==> src/rtl/kf8237_dma_port_pkg.sv <==
// Shared types for the KF8237 device-side DMA port: handshake FSM states and
// transfer direction encodings.
package kf8237_dma_port_pkg;

    typedef enum logic [2:0] {
        StIdle,
        StRequest,
        StActive,
        StRelease,
        StDone
    } state_e;

    localparam logic DIR_DEV_TO_MEM = 1'b0;
    localparam logic DIR_MEM_TO_DEV = 1'b1;

endpackage

==> src/rtl/kf8237_dma_port_fifo.sv <==
// Byte FIFO with first-word-fall-through head; push to full (without a
// simultaneous pop) and pop from empty are dropped.
module kf8237_dma_port_fifo #(
    parameter int unsigned FIFO_AW = 4
) (
    input  logic             i_clock,
    input  logic             i_reset_n,
    input  logic             i_push,
    input  logic [7:0]       i_push_data,
    input  logic             i_pop,
    output logic [7:0]       o_head,
    output logic             o_full,
    output logic             o_empty,
    output logic [FIFO_AW:0] o_level,
    output logic [FIFO_AW:0] o_level_next
);

    localparam int unsigned DEPTH = 2 ** FIFO_AW;
    localparam logic [FIFO_AW:0] DEPTH_LVL = (FIFO_AW + 1)'(DEPTH);

    logic [7:0]         r_mem [DEPTH];
    logic [FIFO_AW-1:0] r_wptr;
    logic [FIFO_AW-1:0] r_rptr;
    logic [FIFO_AW:0]   r_level;
    logic               w_push_ok;
    logic               w_pop_ok;

    assign o_full    = (r_level == DEPTH_LVL);
    assign o_empty   = (r_level == '0);
    assign o_level   = r_level;
    assign o_head    = r_mem[r_rptr];
    assign w_pop_ok  = i_pop & ~o_empty;
    // A pop in the same cycle frees the slot a full-FIFO push needs.
    assign w_push_ok = i_push & (~o_full | w_pop_ok);

    always_comb begin
        o_level_next = r_level;
        if (w_push_ok && !w_pop_ok) begin
            o_level_next = r_level + (FIFO_AW + 1)'(1);
        end else if (!w_push_ok && w_pop_ok) begin
            o_level_next = r_level - (FIFO_AW + 1)'(1);
        end
    end

    always_ff @(posedge i_clock) begin
        if (w_push_ok) begin
            r_mem[r_wptr] <= i_push_data;
        end
    end

    always_ff @(posedge i_clock) begin
        if (!i_reset_n) begin
            r_wptr  <= '0;
            r_rptr  <= '0;
            r_level <= '0;
        end else begin
            if (w_push_ok) begin
                r_wptr <= r_wptr + FIFO_AW'(1);
            end
            if (w_pop_ok) begin
                r_rptr <= r_rptr + FIFO_AW'(1);
            end
            r_level <= o_level_next;
        end
    end

endmodule

==> src/rtl/kf8237_dma_device_port.sv <==
// Peripheral endpoint of an 8237 DMA channel: buffers device bytes, raises DREQ,
// and moves one byte per qualified IOR/IOW strobe while DACK is held.
module kf8237_dma_device_port
    import kf8237_dma_port_pkg::*;
#(
    parameter int unsigned FIFO_AW        = 4,
    parameter bit          DEMAND_DEFAULT = 1'b0
) (
    input  logic             clock,
    input  logic             reset_n,
    input  logic             enable,
    input  logic             direction,
    input  logic             demand_mode,
    input  logic             src_valid,
    input  logic [7:0]       src_data,
    output logic             src_ready,
    output logic             sink_valid,
    output logic [7:0]       sink_data,
    input  logic             sink_ready,
    output logic             dma_request,
    input  logic             dma_acknowledge,
    input  logic             io_read_n_in,
    input  logic             io_write_n_in,
    input  logic [7:0]       data_bus_in,
    output logic [7:0]       data_bus_out,
    output logic             data_bus_oe,
    input  logic             end_of_process_n_in,
    input  logic             clear_terminal_count,
    output logic             terminal_count,
    output logic [FIFO_AW:0] fifo_level
);

    localparam logic [FIFO_AW:0] DEPTH_LVL = (FIFO_AW + 1)'(2 ** FIFO_AW);

    state_e           r_state;
    logic             r_dreq;
    logic             r_tc;
    logic             r_dir;
    logic             r_mode;
    logic [7:0]       r_wr_hold;
    logic             r_dack_s1, r_dack_s2;
    logic             r_ior_s1, r_ior_s2;
    logic             r_iow_s1, r_iow_s2;
    logic             r_eop_s1, r_eop_s2;

    logic             w_dir_in;
    logic             w_ior_done;
    logic             w_iow_done;
    logic             w_xfer;
    logic             w_dev_push;
    logic             w_dev_pop;
    logic             w_fifo_push;
    logic             w_fifo_pop;
    logic [7:0]       w_fifo_wdata;
    logic [7:0]       w_head;
    logic             w_full;
    logic             w_empty;
    logic [FIFO_AW:0] w_level;
    logic [FIFO_AW:0] w_level_next;
    logic             w_cond;
    logic             w_cond_next;

    always_ff @(posedge clock) begin
        if (!reset_n) begin
            r_dack_s1 <= 1'b0;
            r_dack_s2 <= 1'b0;
            r_ior_s1  <= 1'b1;
            r_ior_s2  <= 1'b1;
            r_iow_s1  <= 1'b1;
            r_iow_s2  <= 1'b1;
            r_eop_s1  <= 1'b1;
            r_eop_s2  <= 1'b1;
        end else begin
            r_dack_s1 <= dma_acknowledge;
            r_dack_s2 <= r_dack_s1;
            r_ior_s1  <= io_read_n_in;
            r_ior_s2  <= r_ior_s1;
            r_iow_s1  <= io_write_n_in;
            r_iow_s2  <= r_iow_s1;
            r_eop_s1  <= end_of_process_n_in;
            r_eop_s2  <= r_eop_s1;
        end
    end

    // Completion is the trailing (rising) edge of the strobe, seen after sync.
    assign w_dir_in   = (r_dir == DIR_DEV_TO_MEM);
    assign w_ior_done = r_ior_s1 & ~r_ior_s2 & r_dack_s2 & w_dir_in;
    assign w_iow_done = r_iow_s1 & ~r_iow_s2 & r_dack_s2 & ~w_dir_in;
    assign w_xfer     = w_ior_done | w_iow_done;

    always_ff @(posedge clock) begin
        if (!reset_n) begin
            r_wr_hold <= 8'h00;
        end else if (r_dack_s2 && !r_iow_s2) begin
            r_wr_hold <= data_bus_in;
        end
    end

    assign src_ready    = ~w_full & w_dir_in;
    assign sink_valid   = ~w_empty & ~w_dir_in;
    assign sink_data    = w_head;
    assign w_dev_push   = src_valid & src_ready;
    assign w_dev_pop    = sink_valid & sink_ready;
    assign w_fifo_push  = w_dev_push | w_iow_done;
    assign w_fifo_pop   = w_dev_pop | w_ior_done;
    assign w_fifo_wdata = w_dir_in ? src_data : r_wr_hold;

    kf8237_dma_port_fifo #(
        .FIFO_AW (FIFO_AW)
    ) u_fifo (
        .i_clock      (clock),
        .i_reset_n    (reset_n),
        .i_push       (w_fifo_push),
        .i_push_data  (w_fifo_wdata),
        .i_pop        (w_fifo_pop),
        .o_head       (w_head),
        .o_full       (w_full),
        .o_empty      (w_empty),
        .o_level      (w_level),
        .o_level_next (w_level_next)
    );

    assign w_cond      = w_dir_in ? ~w_empty : ~w_full;
    assign w_cond_next = w_dir_in ? (w_level_next != '0) : (w_level_next != DEPTH_LVL);

    // Output enable follows the raw pins so the bus sees data within the IOR pulse.
    assign data_bus_oe    = dma_acknowledge & ~io_read_n_in & w_dir_in;
    assign data_bus_out   = w_empty ? 8'h00 : w_head;
    assign dma_request    = r_dreq;
    assign terminal_count = r_tc;
    assign fifo_level     = w_level;

    always_ff @(posedge clock) begin
        if (!reset_n) begin
            r_state <= StIdle;
            r_dreq  <= 1'b0;
            r_tc    <= 1'b0;
            r_dir   <= DIR_DEV_TO_MEM;
            r_mode  <= DEMAND_DEFAULT;
        end else begin
            if (clear_terminal_count) begin
                r_tc <= 1'b0;
            end
            unique case (r_state)
                StIdle: begin
                    r_dir  <= direction;
                    r_mode <= demand_mode;
                    if (enable && w_cond && !r_tc) begin
                        r_state <= StRequest;
                        r_dreq  <= 1'b1;
                    end
                end
                StRequest: begin
                    if (r_dack_s2) begin
                        r_state <= StActive;
                    end else if (!enable) begin
                        r_state <= StIdle;
                        r_dreq  <= 1'b0;
                    end
                end
                StActive: begin
                    if (r_dack_s2 && !r_eop_s2) begin
                        r_state <= StDone;
                        r_dreq  <= 1'b0;
                        r_tc    <= 1'b1;
                    end else if (w_xfer) begin
                        if (!(r_mode && w_cond_next)) begin
                            r_state <= StRelease;
                            r_dreq  <= 1'b0;
                        end
                    end else if (!r_dack_s2) begin
                        // Bus preempted mid-block: re-arbitrate if work remains.
                        if (w_cond) begin
                            r_state <= StRequest;
                        end else begin
                            r_state <= StRelease;
                            r_dreq  <= 1'b0;
                        end
                    end
                end
                StRelease: begin
                    if (!r_dack_s2) begin
                        r_state <= StIdle;
                    end
                end
                StDone: begin
                    if (!r_dack_s2 && (clear_terminal_count || !enable)) begin
                        r_state <= StIdle;
                    end
                end
                default: begin
                    r_state <= StIdle;
                    r_dreq  <= 1'b0;
                end
            endcase
        end
    end

endmodule

==> config.mk <==
export PLATFORM = sky130hd
export DESIGN_NAME = kf8237_dma_device_port
export DESIGN_NICKNAME = d
export VERILOG_FILES = /design/src/rtl/kf8237_dma_port_pkg.sv /design/src/rtl/kf8237_dma_port_fifo.sv /design/src/rtl/kf8237_dma_device_port.sv
export SDC_FILE = /design/constraint.sdc
export NUM_CORES = 1
export LEC_CHECK = 0
export BUFFER_PORTS_ARGS = -buffer_cell sky130_fd_sc_hd__buf_4
export CELL_PAD_IN_SITES_DETAIL_PLACEMENT = 1
export CELL_PAD_IN_SITES_GLOBAL_PLACEMENT = 2
export CORE_UTILIZATION = 35
export DETAILED_ROUTE_END_ITERATION = 12
export PLACE_DENSITY_LB_ADDON = 0.1
export SYNTH_ARGS = -nofsm -noshare
export SYNTH_HDL_FRONTEND = slang
export SYNTH_SLANG_ARGS = --single-unit
==> constraint.sdc <==
create_clock -name clock -period 5 [get_ports clock]
set_clock_uncertainty 0.1 [all_clocks]
set_input_delay 1 -clock clock [delete_from_list [all_inputs] [get_ports clock]]
set_output_delay 1 -clock clock [all_outputs]
set_load 0.03 [all_outputs]
==> run metrics, run 1 <==
sequential fraction of the synthesis area=66.5%; DRC=0; Filler Cell Count=2,009; die area=20,500 µm²; setup TNS=0 ns; via count=3,881; Post-synth EDFFs=128; drt wl/cell=21.5 µm; Post-Syn Instances=436; worst slew pin tran=0.901 ns; Final min period=3.74 ns; main flop type after synthesis=edfxtp_1; largest net degree at the start of global routing=33; Tcrit/Tclk final=74.7%; post-synthesis async set-or-reset flop share=0%; Syn Std Cell Area=6990 µm²; gr ovfl total=0; Slew Viols, Final=0; Die X=143 µm; Fmax achieved=268 MHz; Pre-antenna DRT Iters=5; Core Util, Final=42.3%; cell count after placement=746; CP max stage delay=0.59 ns; Resize count post-CTS=0; hold path cells=1; Distinct cells, synth=51; CP Capture Type=primary output; WS Path Type=flop to primary output; worst skew pair latency=0.42 ns; Crit Path Max Fanout=20; WP data arrival=2.64 ns; min-delay worst type=flop to flop; Switching Power=986 µW; Sw Share=28.3%; status=complete, no violations; Die H=143 µm; Worst Hold End=r_eop_s2; worst r2r src=u_fifo.o_level[0]; maxcap violations=0; Buf/Inv on CP=2; top cells by area, synth=edfxtp_1 55%, mux4_2 13%, dfxtp_1 11%, nor2_1 1.9%, nand2_1 1.8%; fin cells=777; hold_sp=r_eop_s1; first-pass GRT wire length=25.6 mm; CTS Hold Bufs=0; net count after synthesis=472; Final ANT Viol Nets=0; maximum vdd drop=0.220 mV; Synth top cells by count=128 x edfxtp_1, 40 x dfxtp_1, 40 x mux4_2; Comb pwr share=19.4%; top cell type's share of synthesized area=55.0%; top-count cell post-synth=edfxtp_1; gpl congestion=0.718; Initial Utilization=35.8%; R2R cell count=9; cell taking the most area after synthesis=edfxtp_1; final setup fails=0; final WL=16.7 mm; htree depth=4; CTS tree=done; FF/Latch Area=4650 µm²; synth warn=0; Global Route Usage Sum=17.8%; Hold Violations, Final=0; Flop pwr share=46.5%; RSZ-0062 raised after global routing=false; Mean Syn Cell Area=16.0 µm²; Setup crit start kind=flop; CP max-delay cell=mux4_2; layout cell share with drive strength beyond 1=31.6%; root cell of the clock tree=clkbuf_16; clock network power share=34.0%; IO Pins=54; Setup Buffers After CTS=0; R2R setup slack=1.46 ns; multi-input combinational cell area=2220 µm²; row cnt=51; initial antenna violation count=0; CTS clk-pin slew, worst paths=0.06 ns; P_int=2.50 mW; HPWL Detailed=11.8 mm; Crit path max-delay family=multiplexers; pwr dens=422 nW/µm²; worst path cell trace=buf_4 -> mux4_2 -> mux4_2 -> and2b_2 -> buf_4; fin nets=536; Clock Sinks=168; Worst slew margin=39.9%; Layout area overhead=18.2%; port buffer count=53; FF-to-FF End=u_fifo.r_mem[15][1]; leakage=2.81 nW; CTS Buffer Depth=2; CTS Buf Count=17; drt initial violations=276; vias in the first global route=4,014; Worst EP required=3.90 ns; Core ar.=19,500 µm²; Seq cells post-synth=168; # diodes=0; vias per cell=4.99
[routing by layer]
metal | share of wire [%] | track usage (%)
met5 | 0 | 0
met4 | 0.76 | 4.26
met3 | 3.5 | 4.07
met2 | 46 | 27.0
met1 | 50 | 26.0
[power by group through the flow]
stage          registers, mW  clock network, mW  logic (mW)
2_1_floorplan           1.65                  0       0.453
3_3_place_gp            1.65                  0       0.686
3_5_place_dp            1.65                  0       0.689
4_1_cts                 1.62               1.21       0.690
5_1_grt                 1.63               1.27       0.732
6_report                1.62               1.19       0.678
[flip-flops by register name (all words and copies together) (netlist names), 3 cells and up, named ones only]
| register | cells |
|---|---|
| r_state | 3 |
| r_wr_hold | 8 |
| u_fifo.o_level | 5 |
| u_fifo.r_mem | 128 |
| u_fifo.r_rptr | 4 |
| u_fifo.r_wptr | 4 |
[layout by cell type (no fill, tap or decap), drive strengths merged, types with 7 or more instances in the layout]
cell type	n
a21oi	15
and2b	9
buf	68
clkbuf	17
clkinv	8
dfxtp	40
edfxtp	128
ha	8
inv	10
mux2	9
mux2i	8
mux4	40
nand2	34
nand2b	12
nor2	35
xnor2	7
[through the flow]
step | total power, mW | hold slack [ns] | setup WS, ns | instance area [µm²]
global route | 3.63 | 0.347 | 1.11 | 8260
finish | 3.49 | 0.313 | 1.26 | 8260
global placement | 2.33 | 0.294 | 1.31 | 7730
detailed placement | 2.34 | 0.305 | 1.32 | 7730
floorplan | 2.10 | 0.286 | 1.40 | 6990
CTS | 3.53 | 0.320 | 1.21 | 8260
[how the worst max path moves through the flow]
stage,slack (ns),depth (start not counted),to,startpoint
floorplan,1.40,5,data_bus_out[0],flop
global placement,1.31,8,u_fifo.r_mem[15][2],sink_ready
detailed placement,1.32,8,u_fifo.r_mem[15][6],sink_ready
CTS,1.21,5,data_bus_out[2],flop
global route,1.11,5,data_bus_out[1],flop
finish,1.26,5,data_bus_out[6],flop
[final cells by class]
| type | instances | share of cell area, % |
|---|---|---|
| clock buffer | 17 | 5.15 |
| clock inverter | 14 | 1.24 |
| inverter | 7 | 0.318 |
| multi-input combinational | 238 | 26.8 |
| sequential | 168 | 56.3 |
| tap | 265 | 4.02 |
| timing repair buffer | 68 | 6.18 |
[cells by family (layout without fill, tap and decap cells)]
group	Yosys count	count (layout)	share of synthesized area, %
adders and majority gates	8	8	1.43
AOI/OAI and AO/OA	38	38	3.96
and+or+nand+nor	123	123	9.33
xor gates and xnor gates	12	12	1.50
DFF	168	168	66.5
muxes	57	57	15.5
buffers and inverters	30	106	1.84
Power figures use the tool's default switching activity.
==> run 2, diff against run 1 <==
==> constraint.sdc (replaced) <==
create_clock -name clock -period 3.4 [get_ports clock]
set_clock_uncertainty 0.1 [all_clocks]
set_input_delay 0.68 -clock clock [delete_from_list [all_inputs] [get_ports clock]]
set_output_delay 0.68 -clock clock [all_outputs]
set_load 0.03 [all_outputs]
==> run 2 against run 1 <==
Total power grew 55%. Setup slack got worse by 1.1 ns. Combinational power rose by 52%. Worst hold slack gained 0.00079 ns. Die area unchanged. First-iteration DRC count down 8.7%. Via count increased by 1.8%. Final cell count increased by 2.4%. Register-to-register slack lost 1.2 ns. Sequential cell count unchanged. Design area up 3.3%. Global-route usage down 0.69 points. Critical endpoint is now data_bus_out[7]. Largest cell class unchanged.
==> run metrics, run 2 (synthesized netlist as in run 1, its figures left out) <==
status=complete, no violations (unchanged); Hold Violations, Final=0 (unchanged); CTS Buf Count=17 (unchanged); htree depth=4 (unchanged); port buffer count=53 (unchanged); Tcrit/Tclk final=96.5%; most frequent cell on the critical path=mux4_2; met1 Resource Use GR=24.7% (was 26.0%); leakage=2.97 nW (was 2.81 nW); cell count after placement=764 (was 746); CTS tree=done (unchanged); maximum vdd drop=0.371 mV (was 0.220 mV); R2R setup slack=0.30 ns (was 1.46 ns); Pwr Total=5.41 mW (was 3.49 mW); Pre-antenna DRT Iters=4 (was 5); first-pass GRT wire length=25.5 mm (was 25.6 mm); min-delay worst type=flop to flop (unchanged); via count=3,949 (was 3,881); fin nets=555 (was 536); fin cells=796 (was 777); initial antenna violation count=0 (unchanged); R2R cell count=9 (unchanged); worst path cell trace=buf_12 -> mux4_2 -> mux4_2 -> and2b_2 -> buf_4 (was buf_4 -> mux4_2 -> mux4_2 -> and2b_2 -> buf_4); drt initial violations=252 (was 276); GRT met2 Usage=26.1% (was 27.0%); Final min period=3.28 ns; Crit Path Max Fanout=16 (was 20); vias per cell=4.96 (was 4.99); layout cell share with drive strength beyond 1=34.7% (was 31.6%); Die X=143 µm (unchanged); Global Route Usage Sum=17.1% (was 17.8%); gr ovfl total=0 (unchanged); Comb pwr share=19.1% (was 19.4%); most frequent cells in the layout=128 x edfxtp_1, 84 x buf_4, 40 x mux4_2 (was 128 x edfxtp_1, 68 x buf_4, 40 x mux4_2); DRC=0 (unchanged); Switching Power=1.47 mW (was 986 µW); Flop pwr share=43.9% (was 46.5%); WP data arrival=2.50 ns (was 2.64 ns); final WL=16.1 mm (was 16.7 mm); CTS Hold Bufs=0 (unchanged); Fmax achieved=305 MHz; row cnt=51 (unchanged); CTS Buffer Depth=2 (unchanged); Initial Utilization=35.8% (unchanged); Setup crit start kind=flop (unchanged); setup TNS=0 ns (unchanged); max reg flops=128 (unchanged); Slew Viols, Final=0 (unchanged); Worst EP required=2.62 ns (was 3.90 ns); Sw Share=27.2% (was 28.3%); design area=8530 µm² (was 8260 µm²); IO Pins=54 (unchanged); root cell of the clock tree=clkbuf_16 (unchanged); pwr dens=635 nW/µm² (was 422 nW/µm²); final setup fails=0 (unchanged); clock network power share=37.0% (was 34.0%); HPWL Detailed=11.0 mm (was 11.8 mm); Resize count post-CTS=0 (unchanged); Clock Sinks=168 (unchanged); # diodes=0 (unchanged); Die H=143 µm (unchanged); Setup Buffers After CTS=0 (unchanged); CP max stage delay=0.58 ns (was 0.59 ns); drt wl/cell=20.2 µm (was 21.5 µm); Final ANT Viol Nets=0 (unchanged); Post-DP Area=7890 µm² (was 7730 µm²); WS Path Type=flop to primary output (unchanged); die area=20,500 µm² (unchanged); CP Capture Type=primary output (unchanged); vias in the first global route=4,258 (was 4,014); most common cell after layout, fill and taps aside=edfxtp_1 (unchanged); grt met3 use=3.40% (was 4.07%); Core ar.=19,500 µm² (unchanged); P_int=3.94 mW (was 2.50 mW); CTS clk-pin slew, worst paths=0.07 ns (was 0.06 ns); Layout area overhead=22.0% (was 18.2%); largest net degree at the start of global routing=33 (unchanged); gr busiest metal=met2 (unchanged); gpl congestion=0.761 (was 0.718); hold path cells=1 (unchanged); RSZ-0062 raised after global routing=false (unchanged); CP max-delay cell=mux4_2 (unchanged); maxcap violations=0 (unchanged); worst slew pin tran=0.693 ns (was 0.901 ns); worst skew pair latency=0.42 ns (about the same); largest reg by FF count=u_fifo.r_mem (unchanged); Worst slew margin=53.4% (was 39.9%)
run 2: critical path: cells and delay by family (launching register included):
family	cells	cell delay, ns
DFF	1	0.41
and+or+nand+nor	1	0.21
muxes	2	1.08
buffers and inverters	2	0.37
run 2: through the flow:
| step | utilization [%] | setup slack, ns | hold slack, ns |
|---|---|---|---|
| 6_report | 43.7 | 0.118 | 0.313 |
| 5_1_grt | 43.7 | 0.0177 | 0.317 |
| 4_1_cts | 43.5 | 0.0543 | 0.317 |
| 3_5_place_dp | 40.4 | 0.305 | 0.298 |
| 3_3_place_gp | 40.4 | 0.434 | 0.292 |
| 2_1_floorplan | - | 0.117 | 0.286 |
run 2: cell type report:
type / count / area [µm²]
Inverter: 7 / 26.3
Clock inverter: 14 / 188
Sequential cell: 168 / 4650
Timing Repair Buffer: 87 / 696
Clock buffer: 17 / 425
Fill cell: 1945 / 11000
Tap cell: 265 / 332
Multi-Input combinational cell: 238 / 2220
run 2: worst paths after layout:
check / from / endpoint
max reg2reg: u_fifo.o_level[0] / u_fifo.r_mem[4][4]
min: r_eop_s1 / r_eop_s2
max: flop / data_bus_out[7]
min reg2reg: r_eop_s1 / r_eop_s2
run 2: power groups by stage:
| stage | logic (mW) | clock network (mW) | registers, mW |
|---|---|---|---|
| floorplan | 0.666 | 0 | 2.43 |
| global placement | 1.02 | 0 | 2.41 |
| detailed placement | 1.03 | 0 | 2.42 |
| CTS | 1.04 | 2.06 | 2.37 |
| global route | 1.12 | 2.14 | 2.39 |
| finish | 1.03 | 2.01 | 2.38 |
run 2: metal layers:
layer,part of all wire [%],wire (µm),vias to the layer above
met5,0,0,-
met4,0.86,139,0
met3,3.3,534,11
met2,46,7460,83
met1,49,7960,2030
li1,-,-,1825
==> run 3, diff against run 2 <==
--- a/config.mk
+++ b/config.mk
@@ -10,7 +10,8 @@
 export CELL_PAD_IN_SITES_GLOBAL_PLACEMENT = 2
 export CORE_UTILIZATION = 35
 export DETAILED_ROUTE_END_ITERATION = 12
-export PLACE_DENSITY_LB_ADDON = 0.1
+export PLACE_DENSITY = 0.73
+export SETUP_SLACK_MARGIN = 0.15
 export SYNTH_ARGS = -nofsm -noshare
 export SYNTH_HDL_FRONTEND = slang
 export SYNTH_SLANG_ARGS = --single-unit
==> run 3 against run 2 <==
Routed wire length fell by 3.2%. Non-clock buffer count decreased by 4. Critical path depth is 1 higher. Critical path type unchanged. Critical endpoint is now data_bus_out[0]. Largest cell class unchanged. Largest power group unchanged.
==> run metrics, run 3 (synthesized netlist as in run 1, its figures left out) <==
status=complete, no violations (unchanged); Comb pwr share=20.8% (was 19.1%); CP Capture Type=primary output (unchanged); # diodes=0 (unchanged); Flop pwr share=44.3% (was 43.9%); CTS Hold Bufs=0 (unchanged); port buffer count=53 (unchanged); setup TNS=0 ns (unchanged); clock network power share=34.9% (was 37.0%); IO Pins=54 (unchanged); Hold Violations, Final=0 (unchanged); initial antenna violation count=0 (unchanged); leakage=2.95 nW (was 2.97 nW); Final min period=3.29 ns (was 3.28 ns); worst skew pair latency=0.43 ns (was 0.42 ns); root cell of the clock tree=clkbuf_16 (unchanged); Setup crit start kind=flop (unchanged); Core ar.=19,500 µm² (unchanged); hold path cells=1 (unchanged); via count=3,907 (was 3,949); Die X=143 µm (unchanged); largest reg by FF count=u_fifo.r_mem (unchanged); largest net degree at the start of global routing=33 (unchanged); WL met1=7.00 mm (was 7.96 mm); CTS clk-pin slew, worst paths=0.06 ns (was 0.07 ns); Fmax achieved=304 MHz (was 305 MHz); DR WL met3=630 µm (was 534 µm); CTS Buffer Depth=2 (unchanged); multi-input combinational cell area=2220 µm² (about the same); Global Route Usage Sum=16.7% (was 17.1%); vias in the first global route=4,190 (was 4,258); first-pass GRT wire length=24.3 mm (was 25.5 mm); pwr dens=626 nW/µm² (was 635 nW/µm²); vias per cell=4.93 (was 4.96); Worst EP required=2.62 ns (about the same); Core Util, Final=44.0% (was 43.7%); worst r2r src=u_fifo.o_level[0] (unchanged); HPWL Detailed=10.5 mm (was 11.0 mm); FF-to-FF End=u_fifo.r_mem[7][6] (was u_fifo.r_mem[4][4]); post-place setup slack=0.279 ns (was 0.305 ns); fin nets=551 (was 555); FF/Latch Area=4650 µm² (about the same); gpl congestion=0.749 (was 0.761); Initial Utilization=35.8% (unchanged); Filler Cell Count=1,977 (was 1,945); Worst Hold End=r_eop_s2 (unchanged); WS Path Type=flop to primary output (unchanged); row cnt=51 (unchanged); layout cell share with drive strength beyond 1=34.1% (was 34.7%); Clock Sinks=168 (unchanged); drt wl/cell=19.7 µm (was 20.2 µm); worst slew pin tran=0.774 ns (was 0.693 ns); htree depth=4 (unchanged); Slew Viols, Final=0 (unchanged); maxcap violations=0 (unchanged); DRC=0 (unchanged); gr ovfl total=0 (unchanged); CTS tree=done (unchanged); WP data arrival=2.51 ns (was 2.50 ns); Final ANT Viol Nets=0 (unchanged); final WL=15.6 mm (was 16.1 mm); met2 wire len=7.76 mm (was 7.46 mm); uppermost layer routed=met4 (unchanged); hold_sp=r_eop_s1 (unchanged); max reg flops=128 (unchanged); Pwr Total=5.37 mW (was 5.41 mW); Layout area overhead=22.8% (was 22.0%); Pre-antenna DRT Iters=4 (unchanged); P_int=3.92 mW (was 3.94 mW); Final Worst Setup Slack=0.114 ns (was 0.118 ns); most common cell after layout, fill and taps aside=edfxtp_1 (unchanged); Die H=143 µm (unchanged); min-delay worst type=flop to flop (unchanged); most frequent cells in the layout=128 x edfxtp_1, 63 x buf_4, 40 x mux4_2 (was 128 x edfxtp_1, 84 x buf_4, 40 x mux4_2); die area=20,500 µm² (unchanged); CTS Buf Count=17 (unchanged); Tcrit/Tclk final=96.6% (was 96.5%); maximum vdd drop=0.393 mV (was 0.371 mV); drt initial violations=221 (was 252); Sw Share=27.0% (was 27.2%); Worst slew margin=48.3% (was 53.4%); Crit Path Max Fanout=8 (was 16); final setup fails=0 (unchanged); Switching Power=1.45 mW (was 1.47 mW); RSZ-0062 raised after global routing=true (was false); R2R setup slack=0.43 ns (was 0.30 ns); R2R cell count=9 (unchanged)
## run 3: cell types whose count changed in the layout (fill, tap and decap cells not counted), moves of 2 or more
cell / change
clkinv_1: +2
buf_16: +3
inv_8: -2
buf_12: +2
buf_4: -21
buf_6: +13
## run 3: how the worst max path moves through the flow
stage	depth (start not counted)	slack, ns	to	startpoint
5_1_grt	6	0.04	data_bus_out[2]	flop
4_1_cts	6	0.09	data_bus_out[0]	flop
6_report	6	0.11	data_bus_out[0]	flop
3_5_place_dp	9	0.28	u_fifo.r_mem[7][7]	u_fifo.o_level[0]
2_1_floorplan	9	0.15	u_fifo.r_mem[2][0]	u_fifo.o_level[0]
3_3_place_gp	7	0.43	u_fifo.r_mem[15][6]	r_dack_s2
## run 3: routing by layer
layer / vias up / GRT usage, %
met5: - / 0
li1: 1813 / -
met1: 1992 / 21.9
met4: 0 / 5.49
met3: 13 / 3.80
met2: 89 / 27.5
## run 3: metrics by stage
stage	area, µm²	std cells	hold WS (ns)
3_5_place_dp	7800	752	0.309
6_report	8580	793	0.317
4_1_cts	8570	793	0.317
5_1_grt	8580	793	0.334
3_3_place_gp	7800	752	0.293
2_1_floorplan	7000	436	0.286
## run 3: repair_timing
| item | CTS | global route |
|---|---|---|
| endpoints found under the setup margin | 8 | 54 |
| gates resized for setup | 13 | 5 |
| setup buffers | 6 | 0 |
| gates cloned | 3 | 0 |
## run 3: final cells by class
type | instances | share of cell area (%)
clock inverter | 14 | 1.71
sequential | 168 | 54.1
multi-input combinational | 238 | 25.9
clock buffer | 18 | 5.00
tap | 265 | 3.86
inverter | 7 | 0.306
timing repair buffer | 83 | 9.11
## run 3: power by group through the flow
stage	clock network, mW	registers (mW)	logic [mW]
floorplan	0	2.43	0.667
global placement	0	2.42	1.01
detailed placement	0	2.42	1.04
CTS	1.92	2.38	1.13
global route	1.98	2.39	1.21
finish	1.87	2.38	1.12
## run 3: worst max-delay path: stages, from the launching register on
cell and delay (ns):
dfxtp_4 0.40, buf_6 0.11, buf_12 0.13, mux4_2 0.55, mux4_2 0.53, and2b_2 0.22, buf_6 0.13
